==> config.mk <==
export PLATFORM = sky130hd
export DESIGN_NAME = ppi_group_b_seq
export DESIGN_NICKNAME = d
export VERILOG_FILES = /design/src/rtl/ppi_pkg.sv /design/src/rtl/ppi_edge_sync.sv /design/src/rtl/ppi_group_b_seq.sv
export SDC_FILE = /design/constraint.sdc
export NUM_CORES = 1
export LEC_CHECK = 0
export ABC_AREA = 1
export CORE_UTILIZATION = 25
export CTS_CLUSTER_SIZE = 16
export DETAILED_ROUTE_END_ITERATION = 6
export PLACE_DENSITY = 0.42
export SYNTH_ARGS = -nofsm -noshare
export SYNTH_HDL_FRONTEND = slang
export SYNTH_SLANG_ARGS = --single-unit
==> constraint.sdc <==
create_clock -name clk -period 2.2 [get_ports clk]
set_clock_uncertainty 0.2 [all_clocks]
set_input_delay 0.44 -clock clk [delete_from_list [all_inputs] [get_ports clk]]
set_output_delay 0.44 -clock clk [all_outputs]
set_load 0.1 [all_outputs]
==> src/rtl/ppi_pkg.sv <==
// Shared constants and types for the PPI Group B controller.
// Control-word field positions, mode encodings and handshake states.
package ppi_pkg;

    localparam int CW_MODE_FLAG = 7;
    localparam int CW_MODE_BIT  = 2;
    localparam int CW_PB_DIR    = 1;
    localparam int CW_PCL_DIR   = 0;

    localparam int BSR_IDX_HI = 3;
    localparam int BSR_IDX_LO = 1;
    localparam int BSR_VAL    = 0;

    localparam logic MODE_0 = 1'b0;
    localparam logic MODE_1 = 1'b1;

    localparam logic [2:0] BSR_IDX_INTE = 3'd2;

    typedef enum logic [1:0] {
        HS_IDLE = 2'd0,
        HS_FULL = 2'd1,
        HS_ACKD = 2'd2
    } hs_state_t;

endpackage

==> src/rtl/ppi_edge_sync.sv <==
// Synchroniser for an asynchronous active-low pad strobe.
// Emits one-cycle fall/rise pulses after STAGES flops.
module ppi_edge_sync #(
    parameter int STAGES = 2
) (
    input  logic clk,
    input  logic rst_n,
    input  logic pad_i,
    output logic fall_o,
    output logic rise_o
);

    logic [STAGES-1:0] sync_q;
    logic              prev_q;

    // Idle level of the pad is high, so reset to 1 to avoid a false edge.
    always_ff @(posedge clk or negedge rst_n) begin
        if (!rst_n) begin
            sync_q <= '1;
            prev_q <= 1'b1;
        end else begin
            sync_q <= {sync_q[STAGES-2:0], pad_i};
            prev_q <= sync_q[STAGES-1];
        end
    end

    assign fall_o = prev_q & ~sync_q[STAGES-1];
    assign rise_o = ~prev_q & sync_q[STAGES-1];

endmodule

==> src/rtl/ppi_group_b_seq.sv <==
// PPI Group B controller: control-word decode, Port B / Port C-lower
// latches and Mode 1 strobed handshake on PC2..PC0.
module ppi_group_b_seq
    import ppi_pkg::*;
#(
    parameter int DW          = 8,
    parameter int PCL_W       = 4,
    parameter int SYNC_STAGES = 2
) (
    input  logic             clk,
    input  logic             rst_n,
    input  logic             wr_ctrl,
    input  logic [7:0]       cpu_data,
    input  logic             wr_b,
    input  logic             rd_b,
    input  logic [DW-1:0]    pb_in,
    input  logic             stb_n,
    input  logic             ack_n,
    output logic             pb_dir_in,
    output logic             pcl_dir_in,
    output logic             mode1_b,
    output logic [DW-1:0]    pb_out,
    output logic [DW-1:0]    pb_rd_data,
    output logic [PCL_W-1:0] pcl_out,
    output logic             ibf,
    output logic             obf_n,
    output logic             intr_b,
    output logic             ovr_b
);

    logic stb_fall;
    logic stb_rise;
    logic ack_fall;
    logic ack_rise;

    ppi_edge_sync #(.STAGES(SYNC_STAGES)) u_stb_sync (
        .clk    (clk),
        .rst_n  (rst_n),
        .pad_i  (stb_n),
        .fall_o (stb_fall),
        .rise_o (stb_rise)
    );

    ppi_edge_sync #(.STAGES(SYNC_STAGES)) u_ack_sync (
        .clk    (clk),
        .rst_n  (rst_n),
        .pad_i  (ack_n),
        .fall_o (ack_fall),
        .rise_o (ack_rise)
    );

    logic             mode1_q,  mode1_d;
    logic             pb_dir_q, pb_dir_d;
    logic             pcl_dir_q, pcl_dir_d;
    logic [DW-1:0]    pb_out_q, pb_out_d;
    logic [DW-1:0]    hold_q,   hold_d;
    logic [DW-1:0]    pb_smp_q;
    logic [PCL_W-1:0] pcl_q,    pcl_d;
    logic             ibf_q,    ibf_d;
    logic             obf_n_q,  obf_n_d;
    logic             pend_q,   pend_d;
    logic             ovr_q,    ovr_d;
    logic             inte_q,   inte_d;
    hs_state_t        st_q,     st_d;

    logic [2:0] bsr_idx;
    logic       bsr_val;
    logic       unused_cw;

    assign bsr_idx   = cpu_data[BSR_IDX_HI:BSR_IDX_LO];
    assign bsr_val   = cpu_data[BSR_VAL];
    assign unused_cw = ^cpu_data[6:4];

    always_comb begin
        mode1_d   = mode1_q;
        pb_dir_d  = pb_dir_q;
        pcl_dir_d = pcl_dir_q;
        pb_out_d  = pb_out_q;
        hold_d    = hold_q;
        pcl_d     = pcl_q;
        ibf_d     = ibf_q;
        obf_n_d   = obf_n_q;
        pend_d    = pend_q;
        ovr_d     = ovr_q;
        inte_d    = inte_q;
        st_d      = st_q;

        if (wr_ctrl) begin
            if (cpu_data[CW_MODE_FLAG]) begin
                mode1_d   = cpu_data[CW_MODE_BIT];
                pb_dir_d  = cpu_data[CW_PB_DIR];
                pcl_dir_d = cpu_data[CW_PCL_DIR];
                pb_out_d  = '0;
                pcl_d     = '0;
                ibf_d     = 1'b0;
                obf_n_d   = 1'b1;
                pend_d    = 1'b0;
                ovr_d     = 1'b0;
                inte_d    = 1'b0;
                st_d      = HS_IDLE;
            end else begin
                if (mode1_q == MODE_1 && bsr_idx == BSR_IDX_INTE)
                    inte_d = bsr_val;
                // In Mode 1 only PC3 stays CPU-owned; PC0/PC1 belong to the handshake.
                for (int i = 0; i < PCL_W; i++) begin
                    if (bsr_idx == i[2:0] && (mode1_q == MODE_0 || i == 3))
                        pcl_d[i] = bsr_val;
                end
            end
        end else if (mode1_q == MODE_0) begin
            if (wr_b && !pb_dir_q)
                pb_out_d = cpu_data[DW-1:0];
        end else if (pb_dir_q) begin
            unique case (st_q)
                HS_IDLE: begin
                    if (stb_fall) begin
                        hold_d = pb_in;
                        ibf_d  = 1'b1;
                        st_d   = HS_FULL;
                    end
                end
                HS_FULL: begin
                    if (stb_fall) begin
                        hold_d = pb_in;
                        ovr_d  = !rd_b;
                        if (rd_b)
                            pend_d = 1'b0;
                    end else if (rd_b) begin
                        ibf_d  = 1'b0;
                        pend_d = 1'b0;
                        ovr_d  = 1'b0;
                        st_d   = HS_IDLE;
                    end else if (stb_rise) begin
                        pend_d = 1'b1;
                    end
                end
                default: st_d = HS_IDLE;
            endcase
        end else begin
            if (wr_b) begin
                pb_out_d = cpu_data[DW-1:0];
                obf_n_d  = 1'b0;
                pend_d   = 1'b0;
                st_d     = HS_FULL;
            end else begin
                unique case (st_q)
                    HS_FULL: begin
                        if (ack_fall) begin
                            obf_n_d = 1'b1;
                            st_d    = HS_ACKD;
                        end
                    end
                    HS_ACKD: begin
                        if (ack_rise) begin
                            pend_d = 1'b1;
                            st_d   = HS_IDLE;
                        end
                    end
                    default: ;
                endcase
            end
        end
    end

    always_ff @(posedge clk or negedge rst_n) begin
        if (!rst_n) begin
            mode1_q   <= MODE_0;
            pb_dir_q  <= 1'b1;
            pcl_dir_q <= 1'b1;
            pb_out_q  <= '0;
            hold_q    <= '0;
            pb_smp_q  <= '0;
            pcl_q     <= '0;
            ibf_q     <= 1'b0;
            obf_n_q   <= 1'b1;
            pend_q    <= 1'b0;
            ovr_q     <= 1'b0;
            inte_q    <= 1'b0;
            st_q      <= HS_IDLE;
        end else begin
            mode1_q   <= mode1_d;
            pb_dir_q  <= pb_dir_d;
            pcl_dir_q <= pcl_dir_d;
            pb_out_q  <= pb_out_d;
            hold_q    <= hold_d;
            pb_smp_q  <= pb_in;
            pcl_q     <= pcl_d;
            ibf_q     <= ibf_d;
            obf_n_q   <= obf_n_d;
            pend_q    <= pend_d;
            ovr_q     <= ovr_d;
            inte_q    <= inte_d;
            st_q      <= st_d;
        end
    end

    // Pending request is kept separately so re-enabling INTE re-raises it.
    assign intr_b     = pend_q & inte_q;
    assign mode1_b    = mode1_q;
    assign pb_dir_in  = pb_dir_q;
    assign pcl_dir_in = pcl_dir_q;
    assign pb_out     = pb_out_q;
    assign ibf        = ibf_q;
    assign obf_n      = obf_n_q;
    assign ovr_b      = ovr_q;

    always_comb begin
        if (!pb_dir_q)
            pb_rd_data = pb_out_q;
        else if (mode1_q == MODE_1)
            pb_rd_data = hold_q;
        else
            pb_rd_data = pb_smp_q;
    end

    always_comb begin
        pcl_out = pcl_q;
        if (mode1_q == MODE_1) begin
            pcl_out[0] = intr_b;
            pcl_out[1] = pb_dir_q ? ibf_q : obf_n_q;
        end
    end

endmodule
==> summary.txt, run 1 <==
Pwr
  • Cell Pwr Density: 929 mW/mm^2
  • Sequential share of power: 33.8%
  • VDD IR max: 0.000283 V
  • Net Sw Power: 1.38 mW
  • Final Power: 3.14 mW
  • Clock power share: 17.2%
  • Combinational share of power: 49.0%
  • Sw frac: 44.1%
  • Static Leak: 1.57 nW
  • Internal power: 1.75 mW

Die
  • Die width: 94.5 um
  • Ports: 50
  • Die H: 94.5 um
  • # rows: 33
  • Die Area: 0.00894 mm^2
  • Total core area: 0.00826 mm^2
  • Initial Util: 25.9%

CTS
  • CTS tree: yes
  • Htree depth: 2
  • Num CTS Buffers: 5
  • Clock Pin Slew Worst Setup and Hold Paths: 0.09 ns
  • Clock Tree Buf Depth: 2
  • Clk root buf: clkbuf_8
  • Hold_buf cts: 0
  • Clock net sink count: 44
  • Clk_lat worst skew: 0.29 ns

Global route
  • Number of global-route vias before repair: 1977
  • First-pass GRT wire length: 9950 um
  • Largest net degree at the start of global routing: 45
  • All-Layer GR Usage: 14.7%
  • Aggregate global routing overflow: 0
  • Initial antenna violation count: 0

Final layout
  • Fin util: 40.9%
  • P&R area growth vs syn: 57.8%
  • Non-Filler Instances: 439
  • Layout cells sized above 1: 34.4%
  • Commonest non-fill, non-tap cell in the layout: nand2_1
  • # diodes: 0
  • Commonest cells after routing, fill and taps aside: 58 x nand2_1, 34 x inv_1, 26 x dfrtp_1
  • NumNets Final: 356

Synth
  • Synth top area share: 40.9%
  • Seq/Total Area, Yosys: 52.0%
  • FF+latch count, synth: 44
  • Syn_area_per_cell: 8.14 um^2
  • Warnings, synthesis: 0
  • Mapped Cells: 263
  • Top FF cell, synth: dfrtp_1
  • Synth area leader: dfrtp_1
  • Mapped Area: 0.00214 mm^2
  • Synth top area cells: dfrtp_1 41%, dfstp_2 11%, nand2_1 10%
  • Distinct cells, synth: 23
  • Ys async rst share: 100%
  • Syn nets: 286
  • EDFF count, synth: 0

Worst setup path
  • CP Max Fanout: 4
  • Slowest cell on the critical path: dfstp_4
  • Cells on worst reg2reg path: 11
  • Critical path arrival: 1.54 ns
  • Worst path buffer plus inverter count: 3
  • Worst r2r src: pb_dir_in$_DFFE_PN1P_
  • Crit path required time: 1.56 ns
  • Kind of critical path: reg -> out
  • Cell chain of the critical path: buf_12, buf_8, o21ai_4, o22ai_4, buf_12
  • Most frequent CP cell: buf_12
  • Crit path launch: pb_dir_in$_DFFE_PN1P_
  • Critical path depth: 5
  • Top delay family on crit path: flip-flops
  • CP Capture Type: output pin
  • Startpoint types: register
  • CP peak stage delay: 0.65 ns

STA
  • Fin Setup TNS: 0 ns
  • Slew Limit Headroom: 61.9%
  • Endpoints failing hold: 0
  • Final setup fails: 0
  • Final period utilization: 99.2%
  • RSZ-0062 raised after global routing: true
  • Fin Hold WS: 0.0201 ns
  • Worst Max-Slew Pin Slew: 0.571 ns
  • Tmin final: 2.18 ns
  • Final Max Slew Viols: 0
  • Fmax: 458 MHz

Run
  • Max Cap Viol: 0

Placement
  • Global placer's final weighted congestion: 0.799
  • Placed Cells: 421
  • Dpl hpwl: 4300 um
  • Port buffer count: 49

Routing
  • Final WL: 5960 um
  • Via count: 1918
  • DRT Pass-1 Iters: 4
  • Drt initial violations: 79
  • ANT nets after route: 0
  • Avg WL per Cell: 13.6 um
  • DR vias/cell: 4.37
  • DRC: 0

Min path
  • Hold Crit Class: in -> async

Run status
  • Status: finished clean
-- kinds of logic after synthesis --
group | share of synthesized area (%)
AO/OA/AOI/OAI | 13.7
buffers and inverters | 9.35
flip-flops | 52.0
AND/OR/NAND/NOR | 25.0
-- synth_stat cells (4+ instances only) --
cell type   n
dfrtp_1    35
inv_1      34
nand2_1    58
nor2_1     25
nand3_1    20
inv_2       5
o21ai_1     4
nand4_1     5
nor2_2      4
buf_2       4
o21ai_0    25
o21ai_2     6
o22ai_1    13
dfstp_2     9
-- metal layers --
| layer | vias up | part of all wire (%) | global-route usage [%] | wire, um |
|---|---|---|---|---|
| li1 | 994 | - | - | - |
| met4 | 0 | 0.84 | 3.03 | 50 |
| met1 | 880 | 49 | 20.4 | 2940 |
| met5 | - | 0 | 0 | 0 |
| met3 | 4 | 3.8 | 2.98 | 228 |
| met2 | 40 | 46 | 23.8 | 2740 |
-- worst register-to-register path, delay by kind of cell, from the launching register on --
| kind | cells | cell delay (ns) |
|---|---|---|
| flops | 1 | 0.65 |
| simple gates | 6 | 0.49 |
| buf+inv | 4 | 0.45 |
| compound gates | 1 | 0.12 |
-- path summary, 6_finish.rpt --
path | to | slack, ns
max in group asynchronous | mode1_b$_DFFE_PN0P_ | 1.34
worst max register to register | pend_q$_DFFE_PN0P_ | 0.20
worst max-delay path | pb_rd_data[6] | 0.02
min in group clk | u_ack_sync.sync_q[1]$_DFF_PN1_ | 0.16
worst min register to register | u_ack_sync.sync_q[1]$_DFF_PN1_ | 0.16
worst min-delay path | pb_smp_q[5]$_DFF_PN0_ | 0.02
-- area by class of cell --
type	count	area (um^2)
inverter	39	151
tap	105	131
clock buffer	6	82.6
timing repair buffer	72	871
multi-input combinational	171	997
clock inverter	2	15.0
fill	846	4880
sequential	44	1130
-- stage by stage --
stage	worst slack, ns	instance area (um^2)
floorplan	-0.201	2330
global placement	0.121	3110
detailed placement	0.0839	3110
CTS	-0.0267	3330
global route	-0.0398	3380
finish	0.0178	3380
-- flip-flops by register name, summed over array words and instances (netlist names) --
| signal | flops |
|---|---|
| ibf | 1 |
| mode1_b | 1 |
| u_stb_sync.sync_q | 2 |
| pcl_dir_in | 1 |
| u_ack_sync.prev_q | 1 |
| ovr_b | 1 |
| pend_q | 1 |
| pcl_q | 4 |
| st_q | 2 |
| pb_dir_in | 1 |
| obf_n | 1 |
| u_stb_sync.prev_q | 1 |
| u_ack_sync.sync_q | 2 |
| pb_out | 8 |
| inte_q | 1 |
| pb_smp_q | 8 |
| hold_q | 8 |
-- timing repair --
item | CTS | global route
endpoints found under the hold margin | 0 | 0
setup endpoints to repair | 10 | 10
buffers inserted | 9 | 2
cloned | 0 | 0
pin swaps | 5 | 5
resized for setup | 16 | 8
-- power by group through the flow --
| stage | combinational [mW] | clock [mW] | sequential [mW] |
|---|---|---|---|
| 6_report | 1.54 | 0.540 | 1.06 |
| 5_1_grt | 1.63 | 0.600 | 1.08 |
| 3_3_place_gp | 1.45 | 0 | 1.09 |
| 4_1_cts | 1.53 | 0.575 | 1.06 |
| 2_1_floorplan | 0.804 | 0 | 1.30 |
| 3_5_place_dp | 1.45 | 0 | 1.09 |
No activity file was read; power rests on OpenSTA's default activity.
==> run 2: changes to the inputs <==
- CORE_MARGIN: default -> 2
- clock period: 2.2 -> 2.4 ns (I/O delays scaled with it)
==> run 2 against run 1 <==
Against the previous run: power shrank 8.2%; via count grew 1.9%; clock power grew 9.6%; global-route usage shrank 0.12 points; critical endpoint unchanged; sequential cell count is the same; sequential share of layout area grew 1.5 points; critical path depth shrank 1; count of clock-buffer cells in the layout shrank 1; largest cell class unchanged; highest routed layer unchanged; die area grew 4.3%.
==> summary.txt, run 2 (same netlist as run 1, synthesis figures left out) <==
Global route
  • All-Layer GR Usage: 14.6% (-0.12 points)
  • Aggregate global routing overflow: 0 (unchanged)
  • Number of global-route vias before repair: 1892 (-4.3%)
  • First-pass GRT wire length: 10100 um (+1.4%)
  • Largest net degree at the start of global routing: 24 (-47%)
  • Initial antenna violation count: 0 (unchanged)

Die
  • Ports: 50 (unchanged)
  • Initial Util: 25.9% (unchanged)
  • Total core area: 0.00826 mm^2 (unchanged)
  • Die Area: 0.00932 mm^2 (+4.3%)
  • Die H: 96.5 um (+2.1%)
  • Die width: 96.5 um (+2.1%)
  • # rows: 33 (unchanged)

STA
  • Endpoints failing hold: 0 (unchanged)
  • Tmin final: 2.29 ns
  • Slew Limit Headroom: 73.7% (+12 points)
  • Final setup fails: 0 (unchanged)
  • Fmax: 437 MHz
  • Worst Max-Slew Pin Slew: 0.393 ns (-0.178 ns)
  • RSZ-0062 raised after global routing: false
  • Final period utilization: 95.3%
  • Final worst setup slack: 0.112 ns (+0.0946 ns)
  • Final Max Slew Viols: 0 (unchanged)
  • Fin Hold WS: 0.160 ns (+0.140 ns)

Final layout
  • Commonest cells after routing, fill and taps aside: 58 x nand2_1, 34 x inv_1, 34 x dfrtp_1
  • Layout cells sized above 1: 28.1% (-6.3 points)
  • P&R area growth vs syn: 49.6%
  • # diodes: 0 (unchanged)
  • Commonest non-fill, non-tap cell in the layout: nand2_1
  • NumNets Final: 346 (-2.8%)
  • Post-Layout Inst Area: 0.00320 mm^2 (-5.2%)
  • Fin util: 38.8% (-2.1 points)

Placement
  • Global placer's final weighted congestion: 0.836 (+4.6%)
  • Port buffer count: 49 (unchanged)
  • Pre-CTS WS: 0.0771 ns (-0.00679 ns)
  • DP Area: 0.00305 mm^2 (-2.0%)
  • Dpl hpwl: 4520 um (+5.2%)

Worst setup path
  • Cells on worst reg2reg path: 7 (-4)
  • CP Capture Type: output pin
  • Crit path launch: pb_dir_in$_DFFE_PN1P_
  • Worst r2r src: pb_dir_in$_DFFE_PN1P_
  • Worst r2r dst: hold_q[2]$_DFFE_PN0P_
  • Critical path arrival: 1.61 ns (+0.07 ns)
  • Crit path required time: 1.72 ns (+0.16 ns)
  • CP Max Fanout: 11 (+7)
  • Kind of critical path: reg -> out
  • Startpoint types: register
  • FF-to-FF setup slack: 0.47 ns (+0.27 ns)

CTS
  • Num CTS Buffers: 5 (unchanged)
  • Clk_lat worst skew: 0.30 ns (about the same)
  • Clk root buf: clkbuf_8
  • Clock Pin Slew Worst Setup and Hold Paths: 0.09 ns (about the same)
  • CTS tree: yes
  • Clock Tree Buf Depth: 2 (unchanged)
  • Htree depth: 2 (unchanged)
  • Clock net sink count: 44 (unchanged)

Min path
  • Hold Crit Start: u_stb_sync.sync_q[0]$_DFF_PN1_
  • Hold endpoint: u_stb_sync.sync_q[1]$_DFF_PN1_
  • Hold Crit Class: reg -> reg
  • Min-Delay Path Depth: 0

Pwr
  • Cell Pwr Density: 900 mW/mm^2 (-3.1%)
  • Final Power: 2.88 mW (-8.2%)
  • Static Leak: 1.51 nW (-3.7%)
  • VDD IR max: 0.000365 V (+29%)

Run status
  • Status: finished clean

Run
  • Max Cap Viol: 0 (unchanged)

Routing
  • ANT nets after route: 0 (unchanged)
  • DRC: 0 (unchanged)
  • Via count: 1954 (+1.9%)
  • Avg WL per Cell: 14.5 um (+6.9%)
  • DRT Pass-1 Iters: 4 (unchanged)
  • Final WL: 6220 um (+4.5%)
  • DR vias/cell: 4.55 (+4.3%)
  • Drt initial violations: 66 (-16%)
[run 2: changes by cell type in the layout (fill, tap and decap cells not counted), sizes merged]
| cell | delta |
|---|---|
| inv | +1 |
| clkbuf | -1 |
| buf | -11 |
| dlygate4sd3 | +1 |
| clkinvlp | -1 |
| bufinv | +1 |
[run 2: layout make-up]
class | instances | area (um^2)
Fill cell | 886 | 5050
Multi-Input combinational cell | 171 | 975
Clock inverter | 3 | 46.3
Clock buffer | 5 | 68.8
Timing Repair Buffer | 62 | 713
Tap cell | 105 | 131
Sequential cell | 44 | 1120
Inverter | 39 | 149
[run 2: where the power goes]
group	total [mW]	switching, mW	internal (mW)
registers	0.976	0.104	0.872
logic	1.31	0.888	0.426
clock network	0.592	0.278	0.314
total	2.88	1.27	1.61
[run 2: repair_timing]
| item | in CTS | in global routing |
|---|---|---|
| resized for setup | 1 | 0 |
| buffers inserted | 1 | 0 |
| hold endpoints to repair | 5 | 0 |
| setup endpoints to repair | 10 | 0 |
| hold buffers | 1 | 0 |
[run 2: critical path, stage by stage (launching register included)]
cell and delay, ns:
dfstp_4 0.73, buf_4 0.17, o21ai_4 0.06, o22ai_4 0.15
buf_12 0.20
[run 2: how the worst max path moves through the flow]
stage	end	slack [ns]	depth (start not counted)
final	pb_rd_data[6]	0.11	4
after global routing	pb_rd_data[4]	0.04	4
after CTS	pb_rd_data[6]	0.09	4
after global placement	pend_q$_DFFE_PN0P_	0.15	8
after floorplan	pb_rd_data[6]	-0.04	4
after detailed placement	pend_q$_DFFE_PN0P_	0.08	10
[run 2: per-layer routing]
| layer | vias up | track usage [%] | part of all wire, % |
|---|---|---|---|
| li1 | 968 | - | - |
| met1 | 936 | 20.7 | 48 |
| met5 | - | 0 | 0 |
| met3 | 4 | 2.48 | 4.3 |
| met4 | 0 | 4.93 | 1.1 |
| met2 | 46 | 22.6 | 46 |
[run 2: per-stage QoR]
step | instances | setup TNS (ns)
floorplan | 263 | -0.0406
global placement | 419 | 0
detailed placement | 419 | 0
CTS | 429 | 0
global route | 429 | 0
finish | 429 | 0
